$ cat config.mk
export PLATFORM = sky130hd
export DESIGN_NAME = mult_rr_arbiter
export DESIGN_NICKNAME = d
export VERILOG_FILES = /design/src/rtl/mult_rr_arbiter_pkg.sv /design/src/rtl/mult_rr_arbiter_multiplier.sv /design/src/rtl/mult_rr_arbiter.sv
export SDC_FILE = /design/constraint.sdc
export NUM_CORES = 1
export LEC_CHECK = 0
export ABC_AREA = 1
export CAP_MARGIN = 20
export CORE_UTILIZATION = 30
export CTS_BUF_LIST = sky130_fd_sc_hd__clkbuf_16
export CTS_CLUSTER_DIAMETER = 200
export DETAILED_ROUTE_END_ITERATION = 6
export GPL_TIMING_DRIVEN = 0
export HOLD_SLACK_MARGIN = 0.08
export PLACE_DENSITY_LB_ADDON = 0.15
export REMOVE_ABC_BUFFERS = 1
export SLEW_MARGIN = 20
export SYNTH_ARGS = -nofsm -noshare
export SYNTH_HDL_FRONTEND = slang
export SYNTH_HIERARCHICAL = 1
export SYNTH_SLANG_ARGS = --single-unit
$ cat constraint.sdc
create_clock -name clk -period 8.4 [get_ports clk]
set_clock_uncertainty 0.2 [all_clocks]
set_input_delay 1.26 -clock clk [delete_from_list [all_inputs] [get_ports clk]]
set_output_delay 1.26 -clock clk [all_outputs]
set_load 0.01 [all_outputs]
$ cat src/rtl/mult_rr_arbiter_pkg.sv
// Shared constants and the round-robin pick function for the multiplier arbiter.
package mult_rr_arbiter_pkg;

    localparam int OP_W    = 4;
    localparam int PROD_W  = 8;
    // Upper bound on requesters the pick function can scan.
    localparam int MAX_REQ = 64;
    localparam int IDX_W   = $clog2(MAX_REQ);

    typedef struct packed {
        logic             found;
        logic [IDX_W-1:0] idx;
    } pick_t;

    // First valid requester at or after ptr, wrapping modulo nreq.
    // The loop is fully unrolled; nreq is a constant at every call site.
    function automatic pick_t rr_pick(input logic [MAX_REQ-1:0] valid,
                                      input int unsigned        ptr,
                                      input int unsigned        nreq);
        pick_t       r;
        int unsigned i;
        r = '0;
        for (int unsigned k = 0; k < MAX_REQ; k++) begin
            i = ptr + k;
            if (i >= nreq) i = i - nreq;
            if (k < nreq && !r.found) begin
                if (valid[IDX_W'(i)]) begin
                    r.found = 1'b1;
                    r.idx   = IDX_W'(i);
                end
            end
        end
        return r;
    endfunction

endpackage

$ cat src/rtl/mult_rr_arbiter_multiplier.sv
// Combinational unsigned multiplier, full-width product (no truncation).
module multiplier
    import mult_rr_arbiter_pkg::*;
(
    input  logic [OP_W-1:0]   a_i,
    input  logic [OP_W-1:0]   b_i,
    output logic [PROD_W-1:0] y_o
);

    assign y_o = PROD_W'(a_i) * PROD_W'(b_i);

endmodule

$ cat src/rtl/mult_rr_arbiter.sv
// Round-robin arbiter sharing one 4x4 multiplier among NREQ requesters,
// with a registered, ID-tagged response under consumer backpressure.
module mult_rr_arbiter
    import mult_rr_arbiter_pkg::*;
#(
    parameter int NREQ  = 4,
    parameter int ID_W  = $clog2(NREQ),
    parameter int CNT_W = 16
) (
    input  logic                 clk,
    input  logic                 rst_n,
    input  logic [NREQ-1:0]      req_valid_i,
    input  logic [OP_W*NREQ-1:0] req_a_i,
    input  logic [OP_W*NREQ-1:0] req_b_i,
    output logic [NREQ-1:0]      req_ready_o,
    output logic                 rsp_valid_o,
    input  logic                 rsp_ready_i,
    output logic [PROD_W-1:0]    rsp_y_o,
    output logic [ID_W-1:0]      rsp_id_o,
    output logic [CNT_W-1:0]     done_cnt_o
);

    logic                rsp_valid_q, rsp_valid_d;
    logic [PROD_W-1:0]   rsp_y_q, rsp_y_d;
    logic [ID_W-1:0]     rsp_id_q, rsp_id_d;
    logic [ID_W-1:0]     ptr_q, ptr_d;
    logic [CNT_W-1:0]    done_cnt_q, done_cnt_d;

    logic                load;
    logic                accept;
    pick_t               pick;
    logic [ID_W-1:0]     win_id;
    logic [MAX_REQ-1:0]  vld_pad;
    logic [OP_W-1:0]     a_sel, b_sel;
    logic [PROD_W-1:0]   prod;

    // Output register is free when empty or being drained this cycle.
    assign load    = !rsp_valid_q || rsp_ready_i;
    assign vld_pad = MAX_REQ'(req_valid_i);
    assign pick    = rr_pick(vld_pad, 32'(ptr_q), NREQ);
    assign win_id  = pick.idx[ID_W-1:0];
    assign accept  = pick.found && load;
    assign a_sel   = req_a_i[win_id*OP_W +: OP_W];
    assign b_sel   = req_b_i[win_id*OP_W +: OP_W];

    multiplier u_mul (
        .a_i (a_sel),
        .b_i (b_sel),
        .y_o (prod)
    );

    // One-hot grant to the winner; forced low while reset is asserted.
    always_comb begin
        req_ready_o = '0;
        if (rst_n && accept) req_ready_o[win_id] = 1'b1;
    end

    // Next state: capture on accept, empty on idle drain, hold under stall.
    always_comb begin
        rsp_valid_d = rsp_valid_q;
        rsp_y_d     = rsp_y_q;
        rsp_id_d    = rsp_id_q;
        ptr_d       = ptr_q;
        done_cnt_d  = done_cnt_q;
        if (rsp_valid_q && rsp_ready_i) done_cnt_d = done_cnt_q + CNT_W'(1);
        if (load) begin
            if (accept) begin
                rsp_valid_d = 1'b1;
                rsp_y_d     = prod;
                rsp_id_d    = win_id;
                ptr_d       = (win_id == ID_W'(NREQ-1)) ? '0 : win_id + ID_W'(1);
            end else begin
                rsp_valid_d = 1'b0;
            end
        end
    end

    // State registers; async reset discards any in-flight product.
    always_ff @(posedge clk or negedge rst_n) begin
        if (!rst_n) begin
            rsp_valid_q <= 1'b0;
            rsp_y_q     <= '0;
            rsp_id_q    <= '0;
            ptr_q       <= '0;
            done_cnt_q  <= '0;
        end else begin
            rsp_valid_q <= rsp_valid_d;
            rsp_y_q     <= rsp_y_d;
            rsp_id_q    <= rsp_id_d;
            ptr_q       <= ptr_d;
            done_cnt_q  <= done_cnt_d;
        end
    end

    assign rsp_valid_o = rsp_valid_q;
    assign rsp_y_o     = rsp_y_q;
    assign rsp_id_o    = rsp_id_q;
    assign done_cnt_o  = done_cnt_q;

endmodule

=== Word level (Yosys, flattened, before mapping) ===
Cells that the tools add are included.

* Bits in registers: 29
* Bits of input ports: 39
* Output and inout bits: 31
* Word-level logic and storage cells: 59

* Add/sub/neg operators: 9
* Multipliers: 1
* Order comparisons: 10
* Equal/unequal tests: 1
* Shift-type cells: 2
* Muxes and demuxes: 24
* Reduce and logical (&&, ||, !) cells: 7

{| class="wikitable"
|+ Operator list
! operator !! number
|-
| 7-bit 2-to-1 mux || 7
|-
| 16-bit by 5-bit variable part select with 4-bit output || 2
|-
| 6-bit by 7-bit < comparator with 1-bit output, second input constant || 4
|-
| 1-bit binary-select mux with 6-bit select || 4
|-
| 6-bit 2-to-1 mux || 4
|-
| 16-bit by 1-bit adder with 16-bit output, second input constant || 1
|-
| 3-bit by 3-bit subtractor with 4-bit output, second input constant || 3
|-
| 3-bit >= comparator, second input constant || 3
|-
| 4-bit by 4-bit multiplier with 8-bit output || 1
|-
| 2-bit by 2-bit adder with 3-bit output, second input constant || 2
|-
| 1-bit 2-to-1 mux || 6
|-
| 1-bit logical AND || 4
|-
| 4-bit 2-to-1 mux || 1
|-
| 2-bit by 3-bit subtractor with 4-bit output, second input constant || 1
|-
| 2-bit by 1-bit adder with 3-bit output, second input constant || 1
|-
| 2-bit by 3-bit >= comparator with 1-bit output, second input constant || 1
|-
| 2-bit by 3-bit < comparator with 1-bit output, second input constant || 1
|-
| 2-bit by 1-bit adder with 2-bit output, second input constant || 1
|-
| 1-bit demux with 2-bit select || 1
|-
| 2-bit == test, second input constant || 1
|-
| 2-bit by 1-bit >= comparator with 1-bit output, second input constant || 1
|-
| 2-bit 2-to-1 mux || 1
|-
| 2-bit AND reduction || 1
|-
| 1-bit zero test || 1
|-
| 1-bit logical OR || 1
|}

=== Logic depth before layout (Yosys ltp) ===
* Depth in word-level cells: 16
* Depth in mapped cells: 28
* Depth with buffers taken out: 26

=== Modules after synthesis ===
The synthesis kept the hierarchy.

{| class="wikitable"
|+ By module, submodules not included
! module !! times used !! cells each !! area an instance (um^2)
|-
| mult_rr_arbiter || 1 || 270 || 2004.4
|-
| multiplier || 1 || 70 || 467.9
|}

=== Least setup slack after synthesis ===
OpenSTA, ideal clock, no wires.

* Path kind: input -> register
* From: input port req_valid_i[2]
* To: register rsp_y_q[6] (netlist: rsp_y_o[6])
* Setup time: 0.117 ns
* Arrival time: 4.272 ns
* Required time: 8.083 ns
* Slack: 3.811 ns
* Stages: 21
* Path buffers: 1
* Path through: nand2_1 > nand3_2 > nand3_2 > nand2_1 > nand2_2 > nor2_4 > nand2_4 > buf_4 > nand3_1 > nand3_1 > nand2_1 > nand2_1 > fa_1 > inv_1 > fa_1 > fa_1 > nand3_1 > nand2_1 > xor2_1 > nand3_1 > nand2_1

* Word-level cells in the longest chain between the ends: 11
* Elaborated cells on any way between the ends: 20
* Those cells by class: mul: 1; shift: 2; mux: 15; reduce/logical: 2

{| class="wikitable"
|+ Ends and longest elaborated chain
! what !! RTL line !! text
|-
| from (decl) || mult_rr_arbiter.sv:12 || <nowiki>input logic [NREQ-1:0] req_valid_i,</nowiki>
|-
| 1-bit binary-select mux with 6-bit select || mult_rr_arbiter_pkg.sv:27 || <nowiki>if (valid[IDX_W'(i)]) begin</nowiki>
|-
| 1-bit 2-to-1 mux (not written as such) || mult_rr_arbiter_pkg.sv:27 ||
|-
| 7-bit 2-to-1 mux (2 in series) || mult_rr_arbiter_pkg.sv:27 ||
|-
| 7-bit 2-to-1 mux || mult_rr_arbiter_pkg.sv:26 || <nowiki>if (k < nreq && !r.found) begin</nowiki>
|-
| 7-bit 2-to-1 mux || mult_rr_arbiter_pkg.sv:27 ||
|-
| 7-bit 2-to-1 mux || mult_rr_arbiter_pkg.sv:26 ||
|-
| 7-bit 2-to-1 mux || mult_rr_arbiter_pkg.sv:27 ||
|-
| 7-bit 2-to-1 mux * || mult_rr_arbiter_pkg.sv:26 ||
|-
| 16-bit by 5-bit variable part select with 4-bit output * || mult_rr_arbiter.sv:43 || <nowiki>assign a_sel = req_a_i[win_id*OP_W +: OP_W];</nowiki>
|-
| named net a_sel[0] || mult_rr_arbiter.sv:34 || <nowiki>logic [OP_W-1:0] a_sel, b_sel;</nowiki>
|-
| 4-bit by 4-bit multiplier with 8-bit output * || mult_rr_arbiter_multiplier.sv:10 || <nowiki>assign y_o = PROD_W'(a_i) * PROD_W'(b_i);</nowiki>
|-
| named net prod[6] || mult_rr_arbiter.sv:35 || <nowiki>logic [PROD_W-1:0] prod;</nowiki>
|-
| to (signal assigned) || mult_rr_arbiter.sv:88 || <nowiki>rsp_y_q <= rsp_y_d;</nowiki>
|-
| to (decl) || mult_rr_arbiter.sv:24 || <nowiki>logic [PROD_W-1:0] rsp_y_q, rsp_y_d;</nowiki>
|}

The timed path passes the listed nets; every way through them passes the cells marked *. The select of a mux whose other input is x is not followed.
A chain may end at the register's enable or synchronous reset.

=== Worst setup path in the final report ===
* From: input port req_valid_i[3]
* To: register rsp_y_q[6] (netlist: rsp_y_o[6])

* Word-level cells in the longest chain between the ends: 11
* Elaborated cells on any way between the ends: 20
* Those cells by class: mul: 1; shift: 2; mux: 15; reduce/logical: 2

{| class="wikitable"
|+ Ends and longest elaborated chain
! what !! RTL line !! text
|-
| 1-bit binary-select mux with 6-bit select || mult_rr_arbiter_pkg.sv:27 ||
|-
| 1-bit 2-to-1 mux (not written as such) || mult_rr_arbiter_pkg.sv:27 ||
|-
| 7-bit 2-to-1 mux (2 in series) || mult_rr_arbiter_pkg.sv:27 ||
|-
| 7-bit 2-to-1 mux || mult_rr_arbiter_pkg.sv:26 ||
|-
| 7-bit 2-to-1 mux || mult_rr_arbiter_pkg.sv:27 ||
|-
| 7-bit 2-to-1 mux || mult_rr_arbiter_pkg.sv:26 ||
|-
| 7-bit 2-to-1 mux || mult_rr_arbiter_pkg.sv:27 ||
|-
| 7-bit 2-to-1 mux * || mult_rr_arbiter_pkg.sv:26 ||
|-
| 16-bit by 5-bit variable part select with 4-bit output * || mult_rr_arbiter.sv:44 || <nowiki>assign b_sel = req_b_i[win_id*OP_W +: OP_W];</nowiki>
|-
| named net b_sel[3] || mult_rr_arbiter.sv:34 ||
|-
| 4-bit by 4-bit multiplier with 8-bit output * || mult_rr_arbiter_multiplier.sv:10 ||
|-
| named net prod[6] || mult_rr_arbiter.sv:35 ||
|}

Marked as above.

==> metrics <==
status finished clean; reg-to-reg slack, setup 3.25 ns; row count 32; Netlist cell types 29; clk sinks 29; synthesized area 2470 um2; worst hold start done_cnt_o[15]; crit-path max cell delay 0.54 ns; max-slew violation total from the final report 0; vias 2,260; initial antenna violation count 0; Primary FF master, synth dfrtp_1; synthesized instance count 340; Final Net Count 468; die height 92.8 um; Slew @ Worst Pin 0.664 ns; critical path arrival 5.47 ns; Slew HR 0.557; largest net degree at the start of global routing 31; wire per inst 10.4 um; Final min period 5.52 ns; CP Launch Type primary input; Post-CTS Resized 0; max cap viols 0; Synth Warn # 6; io pins 70; Critical R2R Capture rsp_y_o[6]; total gr overflow 0; Setup Fix Bufs, Post-CTS 0; Die W 92.8 um; critical path cell sequence clkdlybuf4s50_1, inv_1, nand2_1, nand3_1, nand2_1, inv_1, nand4_2, nand2_4, nand2_4, nand2_1, nand3_1, nand2_1, nand2_1, fa_1, inv_1, fa_1, fa_1, nand3_1, nand2_1, xor2_1, nand3_1, nand2_1; remaining antenna violation count 0; f_max 0.181 GHz; H-tree Lvls 2; RSZ-0062 raised after global routing no; synth top area cells dfrtp_1 (29%), nand2_1 (14%), nand3_1 (11%), inv_1 (10%), ha_1 (9.1%); Min-Delay Path Class register to register; core area 7850 um2; Hold Path Sink done_cnt_o[15]; clk_lat worst skew 0.27 ns; vias per cell 4.43; slowest CP cell fa_1; I/O Buffers 69; diodes inserted 0; CTS buffer count 5; critical path fanouts, max 21; crit share post-route 0.657; layout cells sized above 1 0.0784; Yosys reg bits 29; clock transition at the registers of the reported paths 0.05 ns; most frequent cell on the critical path nand2_1; post-synthesis sequential area ratio 0.294; most numerous cell in the Yosys netlist nand2_1; area of the die 8610 um2; GPL Wtd Cong 0.754; initial drt markers 62; Yosys top cell area share 0.294; CTS tree built; setup TNS 0 ns; CP Capture Type register; first-pass GRT wire length 9350 um; top cells by count, synth nand2_1 (90), inv_1 (68), nand3_1 (55); Starting Density 0.315; number of global-route vias before repair 2,221; dpl hpwl 4190 um; drt pass-1 iters 4; Root Buffer clkbuf_16; Post-synth EDFFs 0; number of remaining DRC errors 0; final WL 5320 um; WS Path Type primary input to register; async set-reset flop share out of synthesis 1.00; Post-CTS Hold Buffers 0; final hold vios 0; syn_area_per_cell 7.27 um2; clock tree buffer depth 2; WHS Path Cells 1; Synth area leader dfrtp_1; Setup-failing EPs final 0; Area Growth Syn to Fin 37.1%; worst endpoint required time 8.36 ns; R2R cell count 21; reg2reg start ptr_q[0]; Tot GR Track Use 0.133
[cell families after synthesis]
kind of cell    count (synthesis)  synth area share
simple gates                  185             0.361
buf+inv                        80             0.144
flops                          29             0.294
fa+ha+maj                      22             0.123
xor+xnor                       17            0.0602
compound gates                  6            0.0137
mux                             1           0.00455
[routing by layer]
metal | part of all wire | track usage | vias up
met5 | 0 | 0 | -
met4 | 0.014 | 0.0423 | 0
met3 | 0.050 | 0.0279 | 7
met2 | 0.47 | 0.235 | 58
met1 | 0.46 | 0.160 | 1013
li1 | - | - | 1182
[registers in the layout, indices dropped and copies added (netlist names)]
signal	flops
ptr_q	2
rsp_y_o	8
done_cnt_o	16
rsp_id_o	2
rsp_valid_o	1
[cell type report]
type | instances | area (um2)
fillers | 834 | 4460
clock buffers | 5 | 125
repair buffers | 69 | 686
inverters | 71 | 269
clock inverters | 3 | 65.1
multi-input cells | 231 | 1390
flip-flops and latches | 29 | 726
well taps | 102 | 128
[through the flow]
step | worst slack [ns] | instances | instance area [um2] | hold slack, ns | util
floorplan | 3.51 | 331 | 2390 | 0.307 | -
global placement | 2.58 | 502 | 3200 | 0.255 | 0.408
detailed placement | 2.56 | 502 | 3200 | 0.264 | 0.408
CTS | 2.84 | 510 | 3390 | 0.273 | 0.432
global route | 2.48 | 510 | 3390 | 0.296 | 0.432
finish | 2.88 | 510 | 3390 | 0.268 | 0.432
[cells in the final DEF (no fill, tap or decap)]
cell type	n
clkinv_2	1
nand2_2	5
nor3b_2	1
a21oi_1	2
nor2_4	1
a21oi_2	1
nor2_1	12
inv_2	2
dfrtp_1	29
nand4_2	1
nand3_2	5
xor2_1	10
nand2_1	90
nor3_2	2
buf_2	1
o21ai_0	1
clkdlybuf4s50_1	68
nand3b_1	3
mux2_2	1
clkbuf_16	5
fa_1	4
inv_1	68
ha_1	18
nand3_1	55
nor3_1	3
xnor2_1	7
bufinv_16	2
nand2_4	3
o21ai_1	2
nand4_1	4
inv_4	1
[worst max path at each step]
stage / slack, ns / end / depth (start not counted) / startpoint
after floorplan: 3.51 / rsp_y_o[6] / 21 / req_valid_i[3]
after global placement: 2.58 / rsp_y_o[6] / 22 / req_valid_i[3]
after detailed placement: 2.56 / rsp_y_o[6] / 22 / req_valid_i[3]
after CTS: 2.84 / rsp_y_o[6] / 22 / req_valid_i[3]
after global routing: 2.48 / rsp_y_o[6] / 22 / req_valid_i[1]
final: 2.88 / rsp_y_o[6] / 22 / req_valid_i[3]
[worst max-delay path: cells and delay by family]
| kind | cells | cell delay [ns] |
|---|---|---|
| and+or+nand+nor | 14 | 1.90 |
| adders and majority gates | 3 | 1.53 |
| buffers and inverters | 4 | 0.63 |
| xor gates and xnor gates | 1 | 0.14 |
Power is not shown: default switching activity piles up to over one toggle a cycle in this logic, so the estimate is an artifact.
